==> src/rtl/envgen_pkg.sv <==
// Shared types and constant tables for the multi-voice ADSR envelope engine.
package envgen_pkg;

  typedef enum logic [2:0] {
    ST_IDLE    = 3'd0,
    ST_ATTACK  = 3'd1,
    ST_DECAY   = 3'd2,
    ST_SUSTAIN = 3'd3,
    ST_RELEASE = 3'd4
  } env_state_t;

  // Attack period in strobes per step
  function automatic logic [12:0] attack_period(input logic [3:0] code);
    logic [12:0] p;
    case (code)
      4'd0:    p = 13'd1;
      4'd1:    p = 13'd2;
      4'd2:    p = 13'd3;
      4'd3:    p = 13'd4;
      4'd4:    p = 13'd7;
      4'd5:    p = 13'd10;
      4'd6:    p = 13'd13;
      4'd7:    p = 13'd15;
      4'd8:    p = 13'd19;
      4'd9:    p = 13'd47;
      4'd10:   p = 13'd94;
      4'd11:   p = 13'd150;
      4'd12:   p = 13'd188;
      4'd13:   p = 13'd562;
      4'd14:   p = 13'd938;
      4'd15:   p = 13'd1500;
      default: p = 13'd1;
    endcase
    return p;
  endfunction

  function automatic logic [12:0] dr_period(input logic [3:0] code);
    logic [12:0] p;
    case (code)
      4'd0:    p = 13'd1;
      4'd1:    p = 13'd4;
      4'd2:    p = 13'd9;
      4'd3:    p = 13'd14;
      4'd4:    p = 13'd21;
      4'd5:    p = 13'd32;
      4'd6:    p = 13'd38;
      4'd7:    p = 13'd45;
      4'd8:    p = 13'd56;
      4'd9:    p = 13'd141;
      4'd10:   p = 13'd281;
      4'd11:   p = 13'd450;
      4'd12:   p = 13'd562;
      4'd13:   p = 13'd1688;
      4'd14:   p = 13'd2812;
      4'd15:   p = 13'd4500;
      default: p = 13'd1;
    endcase
    return p;
  endfunction

  // Nibble replicated MSB-first, keeping the top `width` bits
  function automatic logic [15:0] sus_scale(input logic [3:0] code, input int width);
    logic [15:0] rep;
    rep = {code, code, code, code};
    return rep >> (16 - width);
  endfunction

endpackage

==> src/rtl/envgen_step.sv <==
// Combinational next-state/envelope/counter logic for one voice slot.
module envgen_step
  import envgen_pkg::*;
#(
  parameter int ENV_W     = 12,
  parameter int EXP_SHIFT = 5
) (
  input  env_state_t       state,
  input  logic [ENV_W-1:0] env,
  input  logic [12:0]      cnt,
  input  logic [3:0]       attack,
  input  logic [3:0]       decay,
  input  logic [3:0]       sustain,
  input  logic [3:0]       release_rate,
  input  logic             exp_mode,
  input  logic             hard_restart,
  input  logic             rise,
  input  logic             fall,
  output env_state_t       state_nxt,
  output logic [ENV_W-1:0] env_nxt,
  output logic [12:0]      cnt_nxt
);

  localparam logic [ENV_W-1:0] MAX   = {ENV_W{1'b1}};
  localparam logic [ENV_W:0]   MAX_X = {1'b0, {ENV_W{1'b1}}};
  localparam logic [ENV_W:0]   LSTEP = (ENV_W+1)'(1'b1) << (ENV_W - 8);

  logic [ENV_W-1:0] sus_lvl_s;
  logic [ENV_W:0]   env_x_s, sus_x_s, exp_raw_s, exp_step_s, dec_step_s;
  logic [ENV_W:0]   sub_s, sum_s;
  logic             under_s, step_s;
  logic [12:0]      per_s, cnt_inc_s;
  logic [ENV_W-1:0] attack_env_s, decay_env_s, rel_env_s;

  assign sus_lvl_s  = ENV_W'(sus_scale(sustain, ENV_W));
  assign env_x_s    = {1'b0, env};
  assign sus_x_s    = {1'b0, sus_lvl_s};
  assign exp_raw_s  = {1'b0, env >> EXP_SHIFT};
  assign exp_step_s = (exp_raw_s == '0) ? (ENV_W+1)'(1'b1) : exp_raw_s;
  assign dec_step_s = exp_mode ? exp_step_s : LSTEP;

  // One extra bit keeps the subtraction from wrapping; under_s flags a would-be negative
  assign sub_s   = env_x_s - dec_step_s;
  assign under_s = (dec_step_s > env_x_s);
  assign sum_s   = env_x_s + LSTEP;

  assign attack_env_s = (sum_s > MAX_X) ? MAX : sum_s[ENV_W-1:0];
  assign decay_env_s  = (under_s || (sub_s < sus_x_s)) ? sus_lvl_s : sub_s[ENV_W-1:0];
  assign rel_env_s    = under_s ? {ENV_W{1'b0}} : sub_s[ENV_W-1:0];

  assign per_s     = (state == ST_ATTACK) ? attack_period(attack)
                   : dr_period((state == ST_DECAY) ? decay : release_rate);
  assign step_s    = (cnt >= (per_s - 13'd1));
  assign cnt_inc_s = step_s ? 13'd0 : (cnt + 13'd1);

  // Gate edges override the per-state action
  always_comb begin
    state_nxt = state;
    env_nxt   = env;
    cnt_nxt   = cnt;
    if (rise) begin
      state_nxt = ST_ATTACK;
      cnt_nxt   = 13'd0;
      if (hard_restart) begin
        env_nxt = {ENV_W{1'b0}};
      end else begin
        env_nxt = env;
      end
    end else if (fall) begin
      state_nxt = ST_RELEASE;
      cnt_nxt   = 13'd0;
    end else begin
      case (state)
        ST_IDLE: begin
          env_nxt = {ENV_W{1'b0}};
          cnt_nxt = 13'd0;
        end
        ST_ATTACK: begin
          cnt_nxt = cnt_inc_s;
          if (step_s && (env == MAX)) begin
            state_nxt = ST_DECAY;
          end else if (step_s) begin
            env_nxt = attack_env_s;
          end else begin
            env_nxt = env;
          end
        end
        ST_DECAY: begin
          if (env <= sus_lvl_s) begin
            env_nxt   = sus_lvl_s;
            state_nxt = ST_SUSTAIN;
            cnt_nxt   = 13'd0;
          end else begin
            cnt_nxt = cnt_inc_s;
            if (step_s) begin
              env_nxt = decay_env_s;
            end else begin
              env_nxt = env;
            end
          end
        end
        ST_SUSTAIN: begin
          env_nxt = sus_lvl_s;
          cnt_nxt = 13'd0;
        end
        ST_RELEASE: begin
          if (env == {ENV_W{1'b0}}) begin
            state_nxt = ST_IDLE;
            cnt_nxt   = 13'd0;
          end else begin
            cnt_nxt = cnt_inc_s;
            if (step_s) begin
              env_nxt = rel_env_s;
            end else begin
              env_nxt = env;
            end
          end
        end
        default: begin
          state_nxt = ST_IDLE;
          env_nxt   = {ENV_W{1'b0}};
          cnt_nxt   = 13'd0;
        end
      endcase
    end
  end

endmodule

==> src/rtl/envgen_multi.sv <==
// Time-multiplexed ADSR engine: one shared step datapath walks all voices once per sample strobe.
module envgen_multi
  import envgen_pkg::*;
#(
  parameter int VOICES    = 4,
  parameter int ENV_W     = 12,
  parameter int EXP_SHIFT = 5
) (
  input  logic              clk,
  input  logic              rst_n,
  input  logic              sample_strobe,
  input  logic [3:0]        attack       [VOICES],
  input  logic [3:0]        decay        [VOICES],
  input  logic [3:0]        sustain      [VOICES],
  input  logic [3:0]        release_rate [VOICES],
  input  logic [VOICES-1:0] exp_mode,
  input  logic [VOICES-1:0] hard_restart,
  input  logic [VOICES-1:0] gate,
  output logic [ENV_W-1:0]  env_out      [VOICES],
  output logic [VOICES-1:0] active,
  output logic              busy,
  output logic              scan_done,
  output logic              overrun
);

  localparam int            IW       = (VOICES > 1) ? $clog2(VOICES) : 1;
  localparam logic [IW-1:0] LAST_IDX = IW'(VOICES - 1);

  logic [IW-1:0]     idx_r;
  env_state_t        state_r    [VOICES];
  logic [12:0]       cnt_r      [VOICES];
  logic [VOICES-1:0] gate_prev_r;

  env_state_t        state_nxt_s;
  logic [ENV_W-1:0]  env_nxt_s;
  logic [12:0]       cnt_nxt_s;
  logic              rise_s, fall_s, start_s, last_next_s;

  assign rise_s  = gate[idx_r] & ~gate_prev_r[idx_r];
  assign fall_s  = ~gate[idx_r] & gate_prev_r[idx_r];
  assign start_s = sample_strobe & ~busy;
  // scan_done is registered, so it is armed one cycle before the last slot
  assign last_next_s = (busy && ((int'(idx_r) + 2) == VOICES)) || (start_s && (VOICES == 1));

  envgen_step #(
    .ENV_W     (ENV_W),
    .EXP_SHIFT (EXP_SHIFT)
  ) u_step (
    .state        (state_r[idx_r]),
    .env          (env_out[idx_r]),
    .cnt          (cnt_r[idx_r]),
    .attack       (attack[idx_r]),
    .decay        (decay[idx_r]),
    .sustain      (sustain[idx_r]),
    .release_rate (release_rate[idx_r]),
    .exp_mode     (exp_mode[idx_r]),
    .hard_restart (hard_restart[idx_r]),
    .rise         (rise_s),
    .fall         (fall_s),
    .state_nxt    (state_nxt_s),
    .env_nxt      (env_nxt_s),
    .cnt_nxt      (cnt_nxt_s)
  );

  // Scan control: voice index, busy window, done pulse and sticky overrun
  always_ff @(posedge clk or negedge rst_n) begin
    if (!rst_n) begin
      idx_r     <= {IW{1'b0}};
      busy      <= 1'b0;
      scan_done <= 1'b0;
      overrun   <= 1'b0;
    end else begin
      scan_done <= last_next_s;
      if (sample_strobe && busy) begin
        overrun <= 1'b1;
      end
      if (busy) begin
        if (idx_r == LAST_IDX) begin
          busy  <= 1'b0;
          idx_r <= {IW{1'b0}};
        end else begin
          idx_r <= idx_r + IW'(1'b1);
        end
      end else if (start_s) begin
        busy  <= 1'b1;
        idx_r <= {IW{1'b0}};
      end
    end
  end

  // Per-voice state: only the voice in the current slot is written
  always_ff @(posedge clk or negedge rst_n) begin
    if (!rst_n) begin
      for (int v = 0; v < VOICES; v++) begin
        state_r[v] <= ST_IDLE;
        cnt_r[v]   <= 13'd0;
        env_out[v] <= {ENV_W{1'b0}};
      end
      gate_prev_r <= {VOICES{1'b0}};
      active      <= {VOICES{1'b0}};
    end else if (busy) begin
      state_r[idx_r]     <= state_nxt_s;
      cnt_r[idx_r]       <= cnt_nxt_s;
      env_out[idx_r]     <= env_nxt_s;
      gate_prev_r[idx_r] <= gate[idx_r];
      active[idx_r]      <= (state_nxt_s != ST_IDLE);
    end
  end

endmodule

==> config.mk <==
export PLATFORM = sky130hd
export DESIGN_NAME = envgen_multi
export DESIGN_NICKNAME = d
export VERILOG_FILES = /design/src/rtl/envgen_pkg.sv /design/src/rtl/envgen_step.sv /design/src/rtl/envgen_multi.sv
export SDC_FILE = /design/constraint.sdc
export NUM_CORES = 1
export LEC_CHECK = 0
export ABC_AREA = 1
export CORE_ASPECT_RATIO = 1.2
export CORE_MARGIN = 5
export CORE_UTILIZATION = 57
export CTS_BUF_LIST = sky130_fd_sc_hd__clkbuf_8
export CTS_CLUSTER_DIAMETER = 100
export CTS_CLUSTER_SIZE = 16
export DETAILED_ROUTE_END_ITERATION = 10
export GPL_ROUTABILITY_DRIVEN = 0
export GPL_TIMING_DRIVEN = 0
export PLACE_DENSITY = 0.82
export SLEW_MARGIN = 25
export SYNTH_ARGS = -nofsm -noshare
export SYNTH_HDL_FRONTEND = slang
export SYNTH_SLANG_ARGS = --single-unit
==> constraint.sdc <==
create_clock -name clk -period 7.16 [get_ports clk]
set_clock_uncertainty 0.15 [all_clocks]
set_input_delay 1.432 -clock clk [delete_from_list [all_inputs] [get_ports clk]]
set_output_delay 1.432 -clock clk [all_outputs]
set_load 0.05 [all_outputs]
-- Word level (Yosys, flattened, before mapping)
Memories as Yosys holds them, arrays and structs flattened.
Cells that the tools add are included.
- bitwise operators: 7
- add/sub/neg operators: 6
- magnitude comparators: 9
- multiplexer cells: 77
- reductions and logical operators: 12
- eq/ne operators: 7
- operator list (operator ; number):
    12-bit two-way mux ; 15
    13-bit two-way mux ; 10
    52-bit bitwise mux ; 1
    48-bit bitwise mux ; 1
    12-bit case mux with 4 select lines ; 1
    13-bit case mux with 3 select lines ; 1
    4-bit two-way mux ; 9
    4-bit binary-select mux with 2-bit select ; 4
    13-bit binary-select mux with 2-bit select ; 1
    13-bit demux with 2-bit select ; 1
    12-bit binary-select mux with 2-bit select ; 1
    12-bit demux with 2-bit select ; 1
    3-bit two-way mux ; 8
    12-bit by 5-bit adder with 13-bit output (second input constant) ; 1
    13-bit by 1-bit adder with 13-bit output (second input constant) ; 1
    13-bit >= comparator ; 1
    13-bit by 12-bit greater-than comparator with 1-bit output ; 1
    13-bit by 12-bit greater-than comparator with 1-bit output (second input constant) ; 1
    13-bit logical NOT ; 1
    13-bit by 12-bit < comparator with 1-bit output ; 1
    12-bit by 13-bit subtractor with 13-bit output ; 1
    13-bit by 1-bit subtractor with 13-bit output (second input constant) ; 1
    12-bit bitwise mux ; 1
    12-bit equality test (second input constant) ; 1
    30 further kinds ; 53
- logic and storage cells: 138
- register bits: 125
- memories kept: 2
- bits of input ports: 79
- memory bits (read-only): 384
- memories (name ; depth ; width ; read ports ; clocked after memory_dff ; write ports ; RTL line ; source):
    (no name shown) ; 16 ; 13 ; 1 ; 0 ; 0 ; envgen_pkg.sv:39 ; case (code)
    (no name shown) ; 16 ; 11 ; 1 ; 0 ; 0 ; envgen_pkg.sv:15 ; case (code)

-- Longest topological paths before layout
Gate-level depths: netlist (run 1).
- depth after elaboration: 17
- depth in mapped cells: 44
- depth with buffers taken out: 41

-- Hierarchy
From an unflattened synthesis (run 1), not the netlist that was laid out.
- cells, all modules: 1606
- area, all modules: 10212.3 um^2
- by module, submodules not included (module ; cells an instance ; area an instance (um^2) ; times used):
    envgen_multi ; 780 ; 6070.8 ; 1
    envgen_step ; 826 ; 4141.5 ; 1

-- Worst setup path before layout (run 1)
Ideal clock, no wire load.
- path kind: input to register
- start point: input port attack[9] (netlist name)
- end point: register env_out[44] (netlist name)
- stages on the path: 33
- arrival: 5188 ps
- slack: 1705 ps
- setup time: 118 ps
- cell sequence: nand2_1 a32oi_1 inv_1 ha_1 inv_1 nor2_1 inv_1 nand3_1 o21ai_0 nand2_1 nand2_1 ha_1 nand2_1 nor2_2 nor2_1 ha_1 nand2_1 nor2_1 nand2_1 or3_1 nand3_1 clkbuf_1 nand2_1 o211ai_1 nand2_1 a21oi_1 nand2_1 nand2_1 o21ai_0 nand2_1 nand2_1 nand2_1 nand2_1
- word-level cells in the longest chain between the ends: 13
- ends and longest elaborated chain (item ; RTL line ; source):
    from (decl) ; envgen_multi.sv:12 ; input logic [3:0] attack [VOICES],
    4-bit binary-select mux with 2-bit select * ; envgen_multi.sv:52 ; .attack (attack[idx_r]),
    4-bit two-way mux (not written as such) * (2 in a row) ; envgen_multi.sv:52 ;
    memory read 16 x 11 bit * ; - ;
    13-bit two-way mux * ; envgen_step.sv:51 ; assign per_s = (state == ST_ATTACK) ? attack_period(attack)
    13-bit by 1-bit subtractor with 13-bit output * ; envgen_step.sv:53 ; assign step_s = (cnt >= (per_s - 13'd1));
    13-bit >= comparator * ; envgen_step.sv:53 ;
    12-bit two-way mux (tied with other cells) ; envgen_step.sv:112 ; if (step_s) begin
    12-bit two-way mux (on tied branches) ; envgen_step.sv:107, envgen_step.sv:80, envgen_step.sv:89 ;
    12-bit case mux with 4 select lines * ; envgen_step.sv:73 ; case (state)
    12-bit two-way mux * ; envgen_step.sv:69 ; end else if (fall) begin
    12-bit two-way mux * ; envgen_step.sv:61 ; if (rise) begin
    48-bit bitwise mux * ; envgen_multi.sv:104 ; env_out[idx_r] <= env_nxt_s;
    to (signal, indexed assignment) ; envgen_multi.sv:97 ; env_out[v] <= {ENV_W{1'b0}};
    to (signal, indexed assignment) ; envgen_multi.sv:104 ;
    to (decl) ; envgen_multi.sv:19 ; output logic [ENV_W-1:0] env_out [VOICES],
Mark *: on every way between the ends. The rest lies on a longest branch, timed or not. The select of a mux whose other input is x is not followed.
A chain may end at the register's enable or synchronous reset.

-- Worst setup path after layout (run 1)
- start point: input port attack[9] (netlist name)
- end point: register env_out[32] (netlist name)
Same word-level chain as after synthesis.

==> flow_summary.json, run 1 <==
{
  "yosysUniqueCellTypes": 51,
  "cap_violations": 0,
  "cts_htree_levels": 4,
  "std_cell_rows": 53,
  "avgViaCountPerCell": 6.00,
  "max_freq_ghz": 0.150,
  "cp.required_ns": 7.35,
  "clk_latency_ns": 0.45,
  "postCtsHoldBufs": 0,
  "cp_max_fo": 10,
  "area_delta_synth_final_pct": 20.7,
  "synth_seq_cells": 125,
  "grt.total_usage": 0.335,
  "maxSlewHeadroom": 0.460,
  "grt_max_degree": 94,
  "antenna_cells": 0,
  "synth.avg_cell_area_um2": 6.71,
  "cts_setup_buffers": 0,
  "synthTopCellsByCount": "nand2_1, o21ai_0, dfrtp_1, nor2_1, nand3_1",
  "placed_cells_incl_taps": 1863,
  "dieHeight_um": 156,
  "vias": 11400,
  "hold_viol_final": 0,
  "yosysTopAreaCell": "dfrtp_1",
  "grt_overflow": 0,
  "postPlaceCellArea_um2": 11800,
  "core_area_um2": 17500,
  "postLayoutCoreUtil": 0.699,
  "cts_resized": 0,
  "cpMostUsedCell": "nand2_1",
  "syn-num-nets": 1653,
  "wl_per_cell_um": 18.6,
  "netlist_area_um2": 10100,
  "cts_made_buffers": 17,
  "synth_top_area_frac": 0.309,
  "layout.cells.non_filler": 1895,
  "ioPinCount": 134,
  "critPathMaxStageDelay_ns": 0.49,
  "wl_met3_mm": 3.37,
  "period_needed_ns": 6.65,
  "cts_tree": "yes",
  "cp_slowest_cell": "a32oi_1",
  "min_path_type": "flop to flop",
  "top_layer": "met4",
  "first_iter_violations": 1340,
  "ctsRootBufferMaster": "clkbuf_8",
  "worst-setup-path-type": "input pin to flop",
  "tightest_slew_ns": 0.811,
  "synthTopCellsByArea": "dfrtp_1, nand2_1, ha_1",
  "synth_edf_count": 0,
  "nNetsFinal": 1806,
  "antenna_found_initial": 0,
  "final-setup-viol-count": 0,
  "startpoint_type": "input pin",
  "initial_utilization": 0.579,
  "cp.arrival_ns": 6.84,
  "die_w_um": 132,
  "synth.most_common_cell": "nand2_1",
  "ys_async_sr_fraction": 1.00,
  "fin_crit_sh": 0.929,
  "grt_first_pass_wirelength_mm": 55.6,
  "seq_area_frac_synth": 0.309,
  "synth_warnings": 0,
  "drt-total-wl_mm": 35.2,
  "ant_nets": 0,
  "r2r_setup_slack_ns": 0.69,
  "post-dp-hpwl_mm": 25.9,
  "cts.sinks": 125,
  "rsz0062_at_grt": "no",
  "cts_max_path_buffers": 2,
  "drc_errors": 0,
  "slew_violations": 0,
  "grt_pass1_vias": 11000,
  "critPathCaptureType": "flop",
  "path_clk_slew_ns": 0.07,
  "wl_met2_mm": 16.5,
  "status": "finished clean",
  "met1_length_mm": 13.3,
  "ys.flop_type": "dfrtp_1",
  "drive_above_1_share": 0.0872,
  "dr.pass1.iters": 7,
  "die-area_um2": 20600,
  "synthCells": 1509,
  "fin_area_um2": 12200,
  "numPortBuffers": 133
}
-- per-layer routing --
layer,up-vias,track usage
li1,5262,-
met1,5257,0.399
met2,690,0.562
met3,152,0.0739
met4,0,0.188
met5,-,0
-- layout make-up --
type / instances / area [um2]
flip-flops and latches: 125 / 3130
multi-input cells: 1193 / 6110
fillers: 1531 / 5280
inverters: 122 / 465
clock inverters: 12 / 178
well taps: 220 / 275
repair buffers: 134 / 1360
clock buffers: 20 / 275
plain buffers: 69 / 439
-- worst max-delay path: cells and delay by family --
| kind | cells | cell delay [ns] |
|---|---|---|
| compound gates | 5 | 0.89 |
| fa+ha+maj | 3 | 0.89 |
| buf+inv | 5 | 1.28 |
| simple gates | 21 | 2.32 |
-- final timing paths --
kind | cells after the start | end | startpoint
setup / recovery | 34 | env_out[32]$_DFFE_PN0P_ | attack[9]
hold / removal | 1 | overrun$_DFFE_PN0P_ | overrun$_DFFE_PN0P_
setup reg to reg | 42 | env_out[10]$_DFFE_PN0P_ | idx_r[1]$_DFFE_PN0P_
hold reg to reg | 1 | overrun$_DFFE_PN0P_ | overrun$_DFFE_PN0P_
max in group asynchronous | 2 | env_out[5]$_DFFE_PN0P_ | rst_n
min in group asynchronous | 1 | cnt_r[5]$_DFFE_PN0P_ | rst_n
-- flip-flops by register name, indices dropped and copies added (netlist names) --
signal       cells
scan_done        1
active           4
state_r         12
env_out         48
cnt_r           52
idx_r            2
gate_prev_r      4
busy             1
overrun          1
-- layout by cell type, fill, tap and decap left out, drive strengths merged, types with 2 or more instances in the layout --
master,instances
nor2,123
bufinv,5
dfrtp,125
inv,128
or2,9
a21oi,74
buf,40
nand4,9
a31oi,2
clkdlybuf4s50,132
clkbuf,51
o21ai,170
ha,64
o22ai,20
a32o,4
nand2,538
a32oi,11
nor3,12
nand3,114
xnor2,2
xor2,15
o211ai,10
o31ai,2
o21a,2
nand3b,4
-- kinds of logic after synthesis --
group,count (synthesis),share of synthesized area
xor+xnor,17,0.0147
simple gates,812,0.340
fa+ha+maj,65,0.0810
buf+inv,191,0.0892
compound gates,299,0.167
flops,125,0.309
-- metrics by stage --
step | worst slack [ns] | hold WS (ns) | TNS, ns
global route | 0.124 | 0.349 | 0
CTS | 0.528 | 0.314 | 0
finish | 0.505 | 0.315 | 0
floorplan | 1.70 | 0.298 | 0
global placement | -0.296 | 0.288 | -35.32
detailed placement | 0.0530 | 0.298 | 0
Power of run 1 is left out: the tool's default activity adds up to more than one toggle a clock period on the data nets, which glitch-free logic cannot reach.
==> run 2: changes to the inputs <==
==> constraint.sdc (replaced) <==
create_clock -name clk -period 7.6 [get_ports clk]
set_clock_uncertainty 0.15 [all_clocks]
set_input_delay 1.52 -clock clk [delete_from_list [all_inputs] [get_ports clk]]
set_output_delay 1.52 -clock clk [all_outputs]
set_load 0.05 [all_outputs]
==> run 2 against run 1 <==
Effect of this change: routed wire length rose by 0.30%; largest cell class unchanged; die area did not move; setup slack improved by 0.10 ns; critical path depth fell by 2.
==> flow_summary.json, run 2 (synthesis gave the netlist of run 1 again) <==
{
  "status": "finished clean",
  "drive_above_1_share": 0.0860,
  "drc_errors": 0,
  "max_freq_ghz": 0.143,
  "antenna_found_initial": 0,
  "cts_tree": "yes",
  "initial_utilization": 0.579,
  "final-setup-viol-count": 0,
  "cts_made_buffers": 17,
  "ioPinCount": 134,
  "cts_max_path_buffers": 2,
  "cap_violations": 0,
  "critPathCaptureType": "flop",
  "ant_nets": 0,
  "critPathMaxStageDelay_ns": 0.59,
  "avgViaCountPerCell": 6.02,
  "cp_max_fo": 10,
  "wl_met2_mm": 16.6,
  "top_layer": "met4",
  "nNetsFinal": 1806,
  "fin_crit_sh": 0.920,
  "min_path_type": "flop to flop",
  "slew_violations": 0,
  "final_cell_mix": "nand2_1, clkdlybuf4s50_1, o21ai_0",
  "cp_slowest_cell": "buf_1",
  "cts_htree_levels": 4,
  "cpMostUsedCell": "nand2_1",
  "cts_resized": 0,
  "final_common_cell": "nand2_1",
  "die-area_um2": 20600,
  "postCtsHoldBufs": 0,
  "area_delta_synth_final_pct": 20.6,
  "grt_overflow": 0,
  "placed_cells_incl_taps": 1863,
  "reg.largest.list": "cnt_r x52, env_out x48, state_r x12",
  "grt.total_usage": 0.335,
  "top_register": "cnt_r",
  "fillers": 1534,
  "dieHeight_um": 156,
  "startpoint_type": "input pin",
  "grt_pass1_vias": 11000,
  "grt_max_degree": 94,
  "wl_met3_mm": 3.48,
  "numPortBuffers": 133,
  "clk_latency_ns": 0.45,
  "cp.arrival_ns": 7.18,
  "period_needed_ns": 6.99,
  "maxSlewHeadroom": 0.331,
  "antenna_cells": 0,
  "drt-total-wl_mm": 35.3,
  "post-dp-hpwl_mm": 25.9,
  "hold_viol_final": 0,
  "largest_reg_flops": 52,
  "worst-setup-path-type": "input pin to flop",
  "die_w_um": 132,
  "dr.pass1.iters": 5,
  "cp.required_ns": 7.79,
  "wl_per_cell_um": 18.6,
  "cts.sinks": 125,
  "std_cell_rows": 53,
  "grt_first_pass_wirelength_mm": 55.6,
  "path_clk_slew_ns": 0.07,
  "rsz0062_at_grt": "no",
  "cts_setup_buffers": 0,
  "ctsRootBufferMaster": "clkbuf_8",
  "final.setup.tns_ns": 0,
  "layout.cells.non_filler": 1895,
  "core_area_um2": 17500,
  "tightest_slew_ns": 1.00,
  "first_iter_violations": 1248,
  "met1_length_mm": 13.3,
  "vias": 11400
}
[run 2: worst paths after layout]
kind	from	depth (start not counted)	to	slack, ns
worst max-delay path	attack[9]	32	env_out[10]$_DFFE_PN0P_	0.61
worst min-delay path	overrun$_DFFE_PN0P_	1	overrun$_DFFE_PN0P_	0.31
worst max register to register	idx_r[0]$_DFFE_PN0P_	42	env_out[10]$_DFFE_PN0P_	0.80
worst min register to register	overrun$_DFFE_PN0P_	1	overrun$_DFFE_PN0P_	0.31
max in group asynchronous	rst_n	2	env_out[26]$_DFFE_PN0P_	5.79
min in group asynchronous	rst_n	1	cnt_r[5]$_DFFE_PN0P_	0.77
[run 2: final cells by class]
cell class,count,area [um2],share of cell area
Timing Repair Buffer,134,1360,0.112
Sequential cell,125,3130,0.256
Clock buffer,20,275,0.0225
Inverter,122,465,0.0381
Clock inverter,12,178,0.0145
Buffer,69,438,0.0358
Multi-Input combinational cell,1193,6100,0.499
Tap cell,220,275,0.0225
[run 2: metal layers]
layer,vias to the layer above,track usage
met3,149,0.0739
met4,0,0.188
met5,-,0
met2,705,0.562
li1,5259,-
met1,5298,0.399
[run 2: per-stage QoR]
step	utilization	worst slack (ns)	hold WS, ns	cell area (um2)
6_report	0.698	0.607	0.315	12200
3_5_place_dp	0.672	0.405	0.298	11800
5_1_grt	0.698	0.297	0.349	12200
3_3_place_gp	0.670	0.0562	0.288	11700
4_1_cts	0.698	0.880	0.314	12200
2_1_floorplan	-	2.06	0.298	10100
[run 2: critical path, delay by kind of cell]
family / cells / cell delay, ns
buf+inv: 5 / 1.48
simple gates: 21 / 2.43
compound gates: 3 / 0.82
fa+ha+maj: 3 / 0.90
Power of run 2 is left out for the same reason.
